File: src/rtl/mmu_alloc_arbiter_pkg.sv
// Widths, response FSM encoding and small helpers shared by the MMU allocation arbiter.
package mmu_alloc_arbiter_pkg;
    localparam int REQ_ID_WIDTH        = 7;
    localparam int REQ_SIZE_TYPE_WIDTH = 4;
    localparam int ALL_PAGE_IDX_WIDTH  = 8;
    localparam int FAIL_REASON_WIDTH   = 2;
    localparam int PORT_TAG_WIDTH      = 2;
    localparam int LOCAL_ID_WIDTH      = REQ_ID_WIDTH - PORT_TAG_WIDTH;
    localparam int CNT_WIDTH           = 4;

    typedef enum logic [1:0] {
        RSP_IDLE = 2'd0,
        RSP_WAIT = 2'd1,
        RSP_HOLD = 2'd2
    } rsp_state_e;

    function automatic logic [3:0] port_onehot(input logic [PORT_TAG_WIDTH-1:0] port);
        port_onehot = 4'b0001 << port;
    endfunction
endpackage

File: src/rtl/mmu_alloc_arbiter_rr_arbiter4.sv
// Four-way round-robin arbiter: scans requests starting at i_ptr, grants the first one found.
module rr_arbiter4 (
    input  logic [3:0] i_req,
    input  logic [1:0] i_ptr,
    output logic [3:0] o_grant,
    output logic [1:0] o_grant_idx,
    output logic       o_grant_any
);
    logic [1:0] w_idx;

    always_comb begin
        o_grant     = '0;
        o_grant_idx = '0;
        o_grant_any = 1'b0;
        w_idx       = i_ptr;
        for (int k = 0; k < 4; k++) begin
            w_idx = i_ptr + 2'(k);
            if (!o_grant_any && i_req[w_idx]) begin
                o_grant[w_idx] = 1'b1;
                o_grant_idx    = w_idx;
                o_grant_any    = 1'b1;
            end
        end
    end
endmodule

File: src/rtl/mmu_alloc_arbiter.sv
// Arbitrates four requesters onto the MMU alloc request FIFO and routes one response at a time back.
module mmu_alloc_arbiter
    import mmu_alloc_arbiter_pkg::*;
#(
    parameter int NUM_PORTS       = 4,
    parameter int MAX_OUTSTANDING = 8
) (
    input  logic                                 clk,
    input  logic                                 rst,
    input  logic [3:0]                           req_valid,
    output logic [3:0]                           req_ready,
    input  logic [4*LOCAL_ID_WIDTH-1:0]          req_local_id,
    input  logic [4*REQ_SIZE_TYPE_WIDTH-1:0]     req_page_count,
    output logic                                 alloc_req_submit,
    output logic [REQ_ID_WIDTH-1:0]              alloc_req_id,
    output logic [REQ_SIZE_TYPE_WIDTH-1:0]       alloc_req_page_count,
    input  logic                                 alloc_req_fifo_full,
    input  logic                                 alloc_rsp_fifo_not_empty,
    output logic                                 alloc_rsp_pop,
    input  logic [REQ_ID_WIDTH-1:0]              alloc_rsp_id,
    input  logic [ALL_PAGE_IDX_WIDTH-1:0]        alloc_rsp_page_idx,
    input  logic                                 alloc_rsp_fail,
    input  logic [FAIL_REASON_WIDTH-1:0]         alloc_rsp_fail_reason,
    output logic [3:0]                           rsp_valid,
    input  logic [3:0]                           rsp_ready,
    output logic [LOCAL_ID_WIDTH-1:0]            rsp_local_id,
    output logic [ALL_PAGE_IDX_WIDTH-1:0]        rsp_page_idx,
    output logic                                 rsp_fail,
    output logic [FAIL_REASON_WIDTH-1:0]         rsp_fail_reason,
    output logic [4*CNT_WIDTH-1:0]               outstanding_cnt,
    output logic                                 err_unexpected_rsp,
    output logic [1:0]                           dbg_rsp_state
);
    localparam logic [CNT_WIDTH-1:0] MAX_CNT = CNT_WIDTH'(MAX_OUTSTANDING);

    // Handshakes: a request transfers when req_valid[p] & req_ready[p]; a response transfers
    // when rsp_valid[p] & rsp_ready[p]. Once raised, rsp_valid and its data hold until transfer.
    logic [CNT_WIDTH-1:0]          r_cnt [4];
    logic [1:0]                    r_rr_ptr;
    rsp_state_e                    r_state;
    rsp_state_e                    w_next_state;
    logic [3:0]                    r_rsp_valid;
    logic [LOCAL_ID_WIDTH-1:0]     r_rsp_local_id;
    logic [ALL_PAGE_IDX_WIDTH-1:0] r_rsp_page_idx;
    logic                          r_rsp_fail;
    logic [FAIL_REASON_WIDTH-1:0]  r_rsp_fail_reason;
    logic                          r_err;

    logic [3:0]                    w_eligible;
    logic [3:0]                    w_arb_req;
    logic [3:0]                    w_grant;
    logic [1:0]                    w_grant_idx;
    logic                          w_grant_any;
    logic [3:0]                    w_rsp_hs;
    logic                          w_rsp_hs_any;
    logic                          w_pop;
    logic [PORT_TAG_WIDTH-1:0]     w_rsp_tag;

    always_comb begin
        w_eligible = '0;
        for (int p = 0; p < NUM_PORTS; p++) begin
            w_eligible[p] = req_valid[p] && (r_cnt[p] < MAX_CNT);
        end
    end

    assign w_arb_req = (rst || alloc_req_fifo_full) ? 4'b0000 : w_eligible;

    rr_arbiter4 u_rr_arbiter4 (
        .i_req       (w_arb_req),
        .i_ptr       (r_rr_ptr),
        .o_grant     (w_grant),
        .o_grant_idx (w_grant_idx),
        .o_grant_any (w_grant_any)
    );

    assign req_ready            = w_grant;
    assign alloc_req_submit     = w_grant_any;
    assign alloc_req_id         = w_grant_any
        ? {w_grant_idx, req_local_id[w_grant_idx*LOCAL_ID_WIDTH +: LOCAL_ID_WIDTH]}
        : '0;
    assign alloc_req_page_count = w_grant_any
        ? req_page_count[w_grant_idx*REQ_SIZE_TYPE_WIDTH +: REQ_SIZE_TYPE_WIDTH]
        : '0;

    assign w_rsp_hs     = r_rsp_valid & rsp_ready;
    assign w_rsp_hs_any = |w_rsp_hs;
    assign w_rsp_tag    = alloc_rsp_id[REQ_ID_WIDTH-1 -: PORT_TAG_WIDTH];

    always_comb begin
        w_next_state = r_state;
        w_pop        = 1'b0;
        case (r_state)
            RSP_IDLE: begin
                if (alloc_rsp_fifo_not_empty) begin
                    w_pop        = 1'b1;
                    w_next_state = RSP_WAIT;
                end
            end
            RSP_WAIT: w_next_state = RSP_HOLD;
            RSP_HOLD: begin
                if (w_rsp_hs_any) begin
                    if (alloc_rsp_fifo_not_empty) begin
                        w_pop        = 1'b1;
                        w_next_state = RSP_WAIT;
                    end else begin
                        w_next_state = RSP_IDLE;
                    end
                end
            end
            default: w_next_state = RSP_IDLE;
        endcase
    end

    assign alloc_rsp_pop = w_pop && !rst;

    always_ff @(posedge clk or posedge rst) begin
        if (rst) begin
            r_state  <= RSP_IDLE;
            r_rr_ptr <= '0;
        end else begin
            r_state <= w_next_state;
            if (w_grant_any) begin
                r_rr_ptr <= w_grant_idx + 2'd1;
            end
        end
    end

    // The FIFO presents the popped entry during WAIT; it is latched and steered to its port then.
    always_ff @(posedge clk or posedge rst) begin
        if (rst) begin
            r_rsp_valid       <= '0;
            r_rsp_local_id    <= '0;
            r_rsp_page_idx    <= '0;
            r_rsp_fail        <= 1'b0;
            r_rsp_fail_reason <= '0;
            r_err             <= 1'b0;
        end else if (r_state == RSP_WAIT) begin
            r_rsp_valid       <= port_onehot(w_rsp_tag);
            r_rsp_local_id    <= alloc_rsp_id[LOCAL_ID_WIDTH-1:0];
            r_rsp_page_idx    <= alloc_rsp_page_idx;
            r_rsp_fail        <= alloc_rsp_fail;
            r_rsp_fail_reason <= alloc_rsp_fail_reason;
            if (r_cnt[w_rsp_tag] == '0) begin
                r_err <= 1'b1;
            end
        end else if (w_rsp_hs_any) begin
            r_rsp_valid <= '0;
        end
    end

    // A grant and a response on the same port cancel out; a lone response never wraps below zero.
    always_ff @(posedge clk or posedge rst) begin
        if (rst) begin
            for (int p = 0; p < NUM_PORTS; p++) begin
                r_cnt[p] <= '0;
            end
        end else begin
            for (int p = 0; p < NUM_PORTS; p++) begin
                if (w_grant[p] && !w_rsp_hs[p]) begin
                    r_cnt[p] <= r_cnt[p] + 1'b1;
                end else if (w_rsp_hs[p] && !w_grant[p] && (r_cnt[p] != '0)) begin
                    r_cnt[p] <= r_cnt[p] - 1'b1;
                end
            end
        end
    end

    always_comb begin
        outstanding_cnt = '0;
        for (int p = 0; p < NUM_PORTS; p++) begin
            outstanding_cnt[p*CNT_WIDTH +: CNT_WIDTH] = r_cnt[p];
        end
    end

    assign rsp_valid          = r_rsp_valid;
    assign rsp_local_id       = r_rsp_local_id;
    assign rsp_page_idx       = r_rsp_page_idx;
    assign rsp_fail           = r_rsp_fail;
    assign rsp_fail_reason    = r_rsp_fail_reason;
    assign err_unexpected_rsp = r_err;
    assign dbg_rsp_state      = r_state;

    a_no_pop_in_wait : assert property (@(posedge clk) disable iff (rst)
        !(r_state == RSP_WAIT && alloc_rsp_pop));
    a_rsp_valid_onehot0 : assert property (@(posedge clk) disable iff (rst)
        $onehot0(r_rsp_valid));
    a_grant_onehot0 : assert property (@(posedge clk) disable iff (rst)
        $onehot0(req_ready));
endmodule
File: config.mk
export PLATFORM = sky130hd
export DESIGN_NAME = mmu_alloc_arbiter
export DESIGN_NICKNAME = d
export VERILOG_FILES = /design/src/rtl/mmu_alloc_arbiter_pkg.sv /design/src/rtl/mmu_alloc_arbiter_rr_arbiter4.sv /design/src/rtl/mmu_alloc_arbiter.sv
export SDC_FILE = /design/constraint.sdc
export NUM_CORES = 1
export LEC_CHECK = 0
export CORE_UTILIZATION = 44
export CTS_CLUSTER_SIZE = 40
export DETAILED_ROUTE_END_ITERATION = 8
export GPL_ROUTABILITY_DRIVEN = 0
export HOLD_SLACK_MARGIN = 0.05
export MAX_ROUTING_LAYER = met4
export PLACE_DENSITY = 0.82
export SLEW_MARGIN = 20
export SYNTH_ARGS = -nofsm -noshare
export SYNTH_HDL_FRONTEND = slang
export SYNTH_SLANG_ARGS = --single-unit
File: constraint.sdc
create_clock -name clk -period 5 [get_ports clk]
set_input_delay 1 -clock clk [delete_from_list [all_inputs] [get_ports clk]]
set_output_delay 1 -clock clk [all_outputs]
set_load 0.005 [all_outputs]
==> impl_metrics.csv <==
group,metric,value,unit
power_and_ir_drop,p_comb_frac,0.661,
floorplanning,ioPinCount,122,
hold_path,hold_start,"rsp_page_idx[2]",
place,post_dp_cell_area,4370,µm²
clocking,clkTransAtPathRegs,80,ps
cells_and_area,final_cell_mix,"clkdlybuf4s50_1, nand2_1, dfrtp_1, buf_4, mux2i_1",
worst_setup_path,path_buf_inv,3,
worst_setup_path,critical_path.max_fanout,11,
route,dr.pass1.iters,6,
hold_path,whs_endpoint,"rsp_page_idx[2]",
floorplanning,fp-row-count,29,
logic_synthesis,synth_edf_count,0,
sta,fmax,204,MHz
power_and_ir_drop,pwr-share-clk,0.087,
sta,finalMaxSlewViolations,0,
worst_setup_path,cp.arrival,3910,ps
sta,finalHoldViolCount,0,
outcome,violations,"design-rule violations",
hold_path,hold_path_class,"reg -> reg",
power_and_ir_drop,internal_power,1590,µW
worst_setup_path,critPathLaunchType,"input port",
grt,grt_max_degree,42,
worst_setup_path,r2r_setup_slack,1080,ps
floorplanning,initial_utilization,0.459,
clocking,htree_levels,2,
worst_setup_path,crit_top_cell,"clkdlybuf4s50_1",
outcome,status,"complete, but fails checks",
cells_and_area,fin_area,4490,µm²
logic_synthesis,synth.net_count,396,
clocking,postCtsSetupBuffers,0,
logic_synthesis,synthesis.area,2950,µm²
cells_and_area,num_antenna_cells,0,
clocking,cts_tree,"done",
power_and_ir_drop,vdd_drop_max,270,µV
sta,min_period,4910,ps
logic_synthesis,synth_top_area_cell,"dfrtp_1",
route,antenna_left,0,
grt,antenna_found_initial,0,
route,drc_errors,12,
logic_synthesis,yosys_most_used_dff,"dfrtp_1",
cells_and_area,drive_gt1_frac,0.121,
cells_and_area,nets,536,
clocking,clock_sinks,41,
logic_synthesis,synth.avg_cell_area,9.44,µm²
sta,setup_ws,92.9,ps
worst_setup_path,r2r_start,"r_rr_ptr[1]",
logic_synthesis,ys_ff_latch,41,
cells_and_area,final_common_cell,"clkdlybuf4s50_1",
logic_synthesis,ys_types,56,
worst_setup_path,reg2regPathDepth,15,
worst_setup_path,path_class,"in -> out",
logic_synthesis,synth-seq-area-share,0.348,
route,drt-total-wl,8290,µm
cells_and_area,nFillCells,495,
floorplanning,dieHeight,83.8,µm
route,vias,2940,
power_and_ir_drop,cellLeakagePower,0.00205,µW
sta,finalCritPeriodShare,0.981,
hold_path,hold_depth,2,
job,drv_cap,0,
worst_setup_path,slowest_stage,"or4b_2",
worst_setup_path,crit_required,4000,ps
place,port_buffers,121,
clocking,clk_latency,300,ps
grt,grt_usage,0.251,
sta,worst_pin_slew,637,ps
worst_setup_path,regToRegEndpoint,"outstanding_cnt[15]",
sta,setup_viol,0,
power_and_ir_drop,p_sw,1080,µW
place,hpwl,6420,µm
sta,rsz0062_at_grt,"false",
worst_setup_path,path_delay_family,"buffers and inverters",
route,post_drt_wl_per_cell,15.6,µm
place,dpl_worst_slack,-88.1,ps
clocking,numCtsBuffers,5,
power_and_ir_drop,power.total,2670,µW
floorplanning,core_area,6420,µm²
power_and_ir_drop,switching_share,0.405,
power_and_ir_drop,p_per_area,595,nW/µm²
sta,hold_ws,477,ps
route,drt_iter0_markers,139,
sta,skew,4.37,ps
worst_setup_path,crit_chain,"clkdlybuf4s50_1 > or4b_2 > a2bb2oi_1 > a211o_1 > o311ai_0 > o311ai_2 > buf_4 > o22ai_1 > clkdlybuf4s50_1",
route,via_per_inst,5.55,
logic_synthesis,ys_warn_count,0,
grt,grt_pass1_vias,2960,
logic_synthesis,yosys-top-cells-area,"dfrtp_1, nand2_1, mux2i_1",
clocking,root_buffer,"clkbuf_8",
worst_setup_path,cpPeakStageDelay,620,ps
logic_synthesis,yosysTopAreaCellShare,0.348,
logic_synthesis,synth_cells,312,
worst_setup_path,endpoint_kind,"primary output",
floorplanning,die_width,83.8,µm
grt,grt_pass1_wl,13700,µm
clocking,cts_buffer_depth,2,
grt,globalRouteOverflowTotal,0,
power_and_ir_drop,sequentialPowerShare,0.252,
floorplanning,die-area,7030,µm²
cells_and_area,area_delta_synth_final,52.3,%
logic_synthesis,async_reset_ff_frac,1.00,
sta,relSlewSlack,0.574,
clocking,hold_buffers,0,
==> worst reg2reg max path: stages (launching register included) <==
cell	delay, ps
dfrtp_1	510
inv_1	180
ha_1	380
inv_1	190
mux4_2	360
buf_4	180
a221o_2	400
a22oi_2	180
inv_1	80
nand2_1	130
ha_1	250
a21o_1	150
a21o_1	180
a2111oi_0	330
a2bb2oi_1	150
xnor2_1	150
==> cell usage after synthesis, types with 2 or more instances <==
master,number
a2111oi_0,2
a211o_1,2
a21o_1,10
a21oi_1,4
a221o_1,5
a22o_1,9
a22oi_2,4
a2bb2oi_1,3
buf_2,2
clkbuf_1,6
dfrtp_1,41
fa_1,4
ha_1,14
inv_1,14
mux2_2,4
mux2_4,2
mux2i_1,18
mux4_2,2
nand2_1,75
nand2b_1,6
nand3_1,2
nor2_1,9
nor2b_1,6
nor3_1,2
nor4_1,3
nor4b_1,2
nor4b_2,2
o21a_1,2
o21ai_0,5
o22ai_1,11
o31ai_1,3
or3_1,3
or4_1,2
xnor2_1,7
xor2_1,5
==> area by class of cell <==
cell class / instances / area [µm²] / area share
timing repair buffer: 142 / 1370 / 0.306
clock buffer: 6 / 82.6 / 0.0184
inverter: 14 / 52.6 / 0.0117
multi-input combinational: 248 / 1850 / 0.411
clock inverter: 2 / 13.8 / 0.00307
sequential: 41 / 1030 / 0.229
tap: 77 / 96.3 / 0.0215
==> sequential cells by signal (all words and copies together) (netlist names) <==
name	count
rsp_fail	1
r_rr_ptr	2
rsp_page_idx	8
dbg_rsp_state	2
err_unexpected_rsp	1
rsp_local_id	5
outstanding_cnt	16
rsp_valid	4
rsp_fail_reason	2
==> kinds of logic (layout without fill, tap and decap cells) <==
family	after synthesis	count (layout)	share of synthesized area
simple gates	120	120	0.197
compound gates	72	72	0.198
buf+inv	23	164	0.0327
xor+xnor	12	12	0.0357
mux	26	26	0.102
fa+ha+maj	18	18	0.0866
flops	41	41	0.348
==> power by group through the flow <==
stage	clock network [µW]	registers, µW	logic, µW
final	233	672	1770
after global routing	251	703	1950
after CTS	238	673	1770
after detailed placement	0	677	1750
after global placement	0	666	1690
after floorplan	0	664	997
==> worst max path at each step <==
stage	slack (ps)	start	depth (start not counted)	endpoint
after floorplan	840	rst	13	outstanding_cnt[11]
after global placement	10	rst	10	alloc_req_id[3]
after detailed placement	-90	rst	10	alloc_req_id[4]
after CTS	80	req_valid[1]	10	alloc_req_id[4]
after global routing	10	req_valid[1]	9	alloc_req_id[4]
final	90	req_valid[1]	9	alloc_req_id[4]
==> through the flow <==
| stage | TNS [ps] | utilization | std cells |
|---|---|---|---|
| 2_1_floorplan | 0 | - | 312 |
| 3_3_place_gp | 0 | 0.680 | 522 |
| 3_5_place_dp | -437 | 0.680 | 522 |
| 4_1_cts | 0 | 0.695 | 530 |
| 5_1_grt | 0 | 0.699 | 530 |
| 6_report | 0 | 0.699 | 530 |
==> timing repair <==
item                       in CTS  in global routing
setup endpoints to repair       9                  9
pin swaps                       1                  2
gates resized for setup         3                  5
==> routing by layer <==
metal  track usage  vias up  wire [µm]  share of wire
met2         0.440      116       4230           0.51
met1         0.293     1397       3480           0.42
li1              -     1412          -              -
met3        0.0376       15        393          0.047
met5             -        -          0              0
met4        0.0862        0        182          0.022
Power figures use the tool's default switching activity.
==> edit 1, RTL diff (config.mk and constraints unchanged) <==
`REQ_ID_WIDTH`: 7 -> 14.
--- a/src/rtl/mmu_alloc_arbiter_pkg.sv
+++ b/src/rtl/mmu_alloc_arbiter_pkg.sv
@@ -1,6 +1,6 @@
 // Widths, response FSM encoding and small helpers shared by the MMU allocation arbiter.
 package mmu_alloc_arbiter_pkg;
-    localparam int REQ_ID_WIDTH        = 7;
+    localparam int REQ_ID_WIDTH        = 14;
     localparam int REQ_SIZE_TYPE_WIDTH = 4;
     localparam int ALL_PAGE_IDX_WIDTH  = 8;
     localparam int FAIL_REASON_WIDTH   = 2;
Ports: changed (resized alloc_req_id, alloc_rsp_id, req_local_id and rsp_local_id); port bits go from 122 to 171. The function was not compared with the original's and may differ.
==> edit 1 against the unedited design <==
Power is 22% higher. Wire length up 33%. Hold slack improved by 3.9 ps. Sequential cell count up 7. Register-to-register slack got worse by 210 ps. Synthesized area increased by 23%. Sequential share of layout area fell by 2.5 points. Cell area up 31%. Combinational power increased by 24%. Worst setup slack improved by 14 ps.
==> edit 1: results (changes against the unedited design) <==
| Metric | Value |
|---|---|
| Max reg flops | 16 (unchanged) |
| Setup TNS | 0 ps (unchanged) |
| Seq/Total Area, Yosys | 0.330 (was 0.348) |
| Post-Route WL | 11.0 mm (was 8.29 mm) |
| Root Driver | clkbuf_8 (unchanged) |
| Placed cells | 667 (was 522) |
| Vias in the first global route | 3825 (was 2960) |
| Warnings from Yosys | 0 (unchanged) |
| # nets final | 698 (was 536) |
| Comb pwr share | 0.674 (was 0.661) |
| Crit path arrival time | 3890 ps (was 3910 ps) |
| Clk pin slew, worst setup/hold paths | 90 ps |
| Hold WC Path Type | reg2reg (unchanged) |
| Synth top cells by count | nand2_1 (93), dfrtp_1 (48), mux2i_1 (32) (was nand2_1 (75), dfrtp_1 (41), mux2i_1 (18)) |
| Seq. pwr | 768 µW (was 672 µW) |
| Synthesized net count | 498 (was 396) |
| Antenna violations before repair | 0 (unchanged) |
| Initial DRC Count | 143 (was 139) |
| Number of distinct library cells after synthesis | 60 (was 56) |
| Largest net degree at the start of global routing | 49 (was 42) |
| Critical-path top delay cell | mux4_2 (was or4b_2) |
| P_leak | 0.00267 µW (was 0.00205 µW) |
| Ys async rst share | 1.00 (unchanged) |
| Placed inst area | 0.00566 mm² (was 0.00437 mm²) |
| DR vias/cell | 5.40 (was 5.55) |
| CP max FO | 12 (was 11) |
| Post-CTS setup buffer count | 4 (was 0) |
| Mapped Cells | 378 (was 312) |
| Ratio of total power to cell area | 551 mW/mm² (was 595 mW/mm²) |
| Cts repair resizes | 20 (was 3) |
| Slowest stage delay, CP | 540 ps (was 620 ps) |
| Worst-margin pin slew | 1050 ps (was 637 ps) |
| Synth top area cells | dfrtp_1 (33%), nand2_1 (9.6%), mux2i_1 (8.8%) (was dfrtp_1 (35%), nand2_1 (9.6%), mux2i_1 (6.1%)) |
| TritonCTS buffer count | 5 (unchanged) |
| Clock network latency to the later pin of the worst-skew pair | 300 ps (about the same) |
| Internal power | 1960 µW (was 1590 µW) |
| Worst vdd ir | 0.000225 V (was 0.000270 V) |
| First-pass DRT Iterations | 5 (was 6) |
| Port Buffers | 170 (was 121) |
| N_diodes | 0 (unchanged) |
| GRT Total Usage | 0.270 (was 0.251) |
| Max clock buf depth | 2 (unchanged) |
| Setup slack at placement | -212 ps (was -88.1 ps) |
| First-pass GRT wire length | 17.9 mm (was 13.7 mm) |
| DPL Wire Length | 8.64 mm (was 6.42 mm) |
| Share of post-route cells with drive strength above 1 | 0.152 (was 0.121) |
| Skew final | 2.40 ps (was 4.37 ps) |
| Non-filler cells, final | 681 (was 530) |
| Run status | complete, no violations (was finished with violations) |
| Top_reg_cell synth | dfrtp_1 (unchanged) |
-- edit 1: changes by cell type after synthesis, sizes merged, moves of 6 or more --
cell,unedited run,this run
a21o,10,4
buf,3,11
a221o,6,0
dfrtp,41,48
a22o,9,1
nand2,75,94
o22ai,11,17
mux2i,18,32
-- edit 1: worst paths after layout --
check                      slack, ps            start  cells after the start             endpoint
max                              110     req_valid[3]                     12      alloc_req_id[8]
min                              480  rsp_local_id[5]                      2      rsp_local_id[5]
max reg2reg                      870      r_rr_ptr[1]                     14  outstanding_cnt[11]
min reg2reg                      480  rsp_local_id[5]                      2      rsp_local_id[5]
max in group asynchronous       3330              rst                      4  outstanding_cnt[15]
min in group asynchronous       1240              rst                      4   outstanding_cnt[2]
-- edit 1: logic make-up (layout without fill, tap and decap cells) --
| logic type | after synthesis | in the layout | synth area share |
|---|---|---|---|
| simple gates | 146 | 146 | 0.194 |
| compound gates | 75 | 75 | 0.178 |
| flops | 48 | 48 | 0.330 |
| mux | 41 | 41 | 0.136 |
| buf+inv | 32 | 233 | 0.0478 |
| fa+ha+maj | 19 | 19 | 0.0737 |
| xor+xnor | 17 | 17 | 0.0410 |
-- edit 1: critical path: cells and delay by family --
| kind | cells | cell delay, ps |
|---|---|---|
| and+or+nand+nor | 1 | 490 |
| muxes | 2 | 730 |
| buffers and inverters | 5 | 1110 |
| AOI/OAI and AO/OA | 4 | 550 |
-- edit 1: per-layer routing --
metal	GRT usage	share of wire	wire, µm
met4	0.0897	0.030	335
met5	-	0	0
met1	0.296	0.38	4200
met2	0.494	0.53	5850
met3	0.0452	0.057	624
-- edit 1: final cells by class --
type                    instances  area, µm²
inverters                      13       48.8
clock inverters                 3       46.3
repair buffers                212       2090
fillers                       556       1950
multi-input cells             298       2310
well taps                     102        128
flip-flops and latches         48       1200
clock buffers                   5       68.8
==> edit 2, RTL diff (same settings) <==
Without the edit above. Register the output `outstanding_cnt`, cleared by the reset; this adds one clock of latency there. The other outputs are not delayed to match.
--- a/src/rtl/mmu_alloc_arbiter.sv
+++ b/src/rtl/mmu_alloc_arbiter.sv
@@ -32,6 +32,8 @@
     output logic [1:0]                           dbg_rsp_state
 );
     localparam logic [CNT_WIDTH-1:0] MAX_CNT = CNT_WIDTH'(MAX_OUTSTANDING);
+
+    logic [4*CNT_WIDTH-1:0] outstanding_cnt_d;
 
     // Handshakes: a request transfers when req_valid[p] & req_ready[p]; a response transfers
     // when rsp_valid[p] & rsp_ready[p]. Once raised, rsp_valid and its data hold until transfer.
@@ -166,9 +168,9 @@
     end
 
     always_comb begin
-        outstanding_cnt = '0;
+        outstanding_cnt_d = '0;
         for (int p = 0; p < NUM_PORTS; p++) begin
-            outstanding_cnt[p*CNT_WIDTH +: CNT_WIDTH] = r_cnt[p];
+            outstanding_cnt_d[p*CNT_WIDTH +: CNT_WIDTH] = r_cnt[p];
         end
     end
 
@@ -186,4 +188,12 @@
         $onehot0(r_rsp_valid));
     a_grant_onehot0 : assert property (@(posedge clk) disable iff (rst)
         $onehot0(req_ready));
+    always_ff @(posedge clk or posedge rst) begin
+        if (rst) begin
+            outstanding_cnt <= '0;
+        end else begin
+            outstanding_cnt <= outstanding_cnt_d;
+        end
+    end
+
 endmodule
Formal check against the unedited RTL: not equivalent (Yosys sat finds a counterexample within 4 cycles, from zero or initial values and one cycle with rst high).
==> edit 2 against the unedited design <==
Non-clock buffer count is 14 lower. Cell count is 2.1% lower. Cell area is 9.0% higher. Utilization is 2.4 points lower. Worst setup slack better by 200 ps. Synthesized area is 13% higher. Power is 13% lower. Wire length is 10% lower. Critical path depth is 1 higher. Hold slack worse by 41 ps. Global-route usage is 4.0 points lower. Sequential cell count is 16 higher. Highest routed layer unchanged.
==> edit 2: results (changes against the unedited design) <==
| Metric | Value |
|---|---|
| Run status | complete, no violations (was finished with violations) |
| Fillers | 556 (was 495) |
| Reg2reg end | outstanding_cnt_d[3] (was outstanding_cnt[15]) |
| Non-filler cells, final | 519 (was 530) |
| Register share of total power | 0.322 (was 0.252) |
| Number of distinct library cells after synthesis | 50 (was 56) |
| Initial DRC Count | 113 (was 139) |
| Share of post-route cells with drive strength above 1 | 0.148 (was 0.121) |
| GRT Total Usage | 0.211 (was 0.251) |
| # nets final | 500 (was 536) |
| Slew HR | 0.553 (was 0.574) |
| First-pass DRT Iterations | 4 (was 6) |
| First-pass GRT wire length | 12.2 mm (was 13.7 mm) |
| Power Total | 2320 µW (was 2670 µW) |
| Min Hold Slack | 436 ps (was 477 ps) |
| Compound-Gate Fraction of Synth Area | 0.145 (was 0.198) |
| Synthesized net count | 370 (was 396) |
| Mapped Cells | 286 (was 312) |
| Setup slack at placement | 4.05 ps (was -88.1 ps) |
| P_leak | 0.00225 µW (was 0.00205 µW) |
| DR vias/cell | 5.21 (was 5.55) |
| XOR/XNOR Fraction of Synth Area | 0.0422 (was 0.0357) |
| TritonCTS buffer count | 9 (was 5) |
| Vias in the first global route | 2695 (was 2960) |
| Clock network latency to the later pin of the worst-skew pair | 320 ps (was 300 ps) |
| Worst vdd ir | 0.000255 V (was 0.000270 V) |
| Clk pin slew, worst setup/hold paths | 60 ps (was 80 ps) |
| WHS Endpoint | outstanding_cnt[6] (was rsp_page_idx[2]) |
| CP max FO | 20 (was 11) |
| Largest net degree at the start of global routing | 58 (was 42) |
| Seq/Total Area, Yosys | 0.430 (was 0.348) |
## edit 2: timing repair
| item | 4_1_cts | 5_1_grt |
|---|---|---|
| resized for setup | 2 | 2 |
| pin swaps | 1 | 2 |
| hold endpoints to repair | 0 | 0 |
| buffers inserted | 2 | 0 |
| setup endpoints to repair | 1 | 9 |
## edit 2: kinds of logic after synthesis
| logic type | Yosys count |
|---|---|
| simple gates | 64 |
| flops | 57 |
| mux | 46 |
| xor+xnor | 16 |
| fa+ha+maj | 18 |
| compound gates | 60 |
| buf+inv | 25 |
## edit 2: area by class of cell
cell class                 instances  area [µm²]  share of cell area
inverter                          16        60.1              0.0123
multi-input combinational        204        1820               0.372
tap                               99         124              0.0253
clock buffer                      13         169              0.0345
clock inverter                     2        12.5             0.00256
timing repair buffer             128        1280               0.262
sequential                        57        1430               0.292
## edit 2: worst max-delay path, stage by stage
cell and delay, ps:
clkdlybuf4s50_1 540, nor4b_4 350, mux4_2 400, nor2b_4 70, o21a_1 180, a21oi_2 170, buf_12 200, mux2i_1 90
o22ai_1 170, clkdlybuf4s50_1 540
## edit 2: how the worst max path moves through the flow
stage | slack (ps) | start | depth (start not counted) | end
6_report | 290 | req_valid[0] | 10 | alloc_req_page_count[1]
5_1_grt | 100 | req_valid[0] | 10 | alloc_req_id[1]
4_1_cts | 40 | rst | 10 | alloc_req_page_count[1]
3_5_place_dp | 4 | rst | 10 | alloc_req_page_count[1]
3_3_place_gp | 150 | rst | 10 | alloc_req_page_count[2]
2_1_floorplan | 1300 | alloc_req_fifo_full | 8 | alloc_req_id[0]
## edit 2: routing by layer
metal,track usage,wire length [µm],up-vias
met5,-,0,-
met4,0.0718,155,0
met3,0.0373,413,18
met2,0.381,3920,112
met1,0.233,2930,1275
li1,-,-,1300
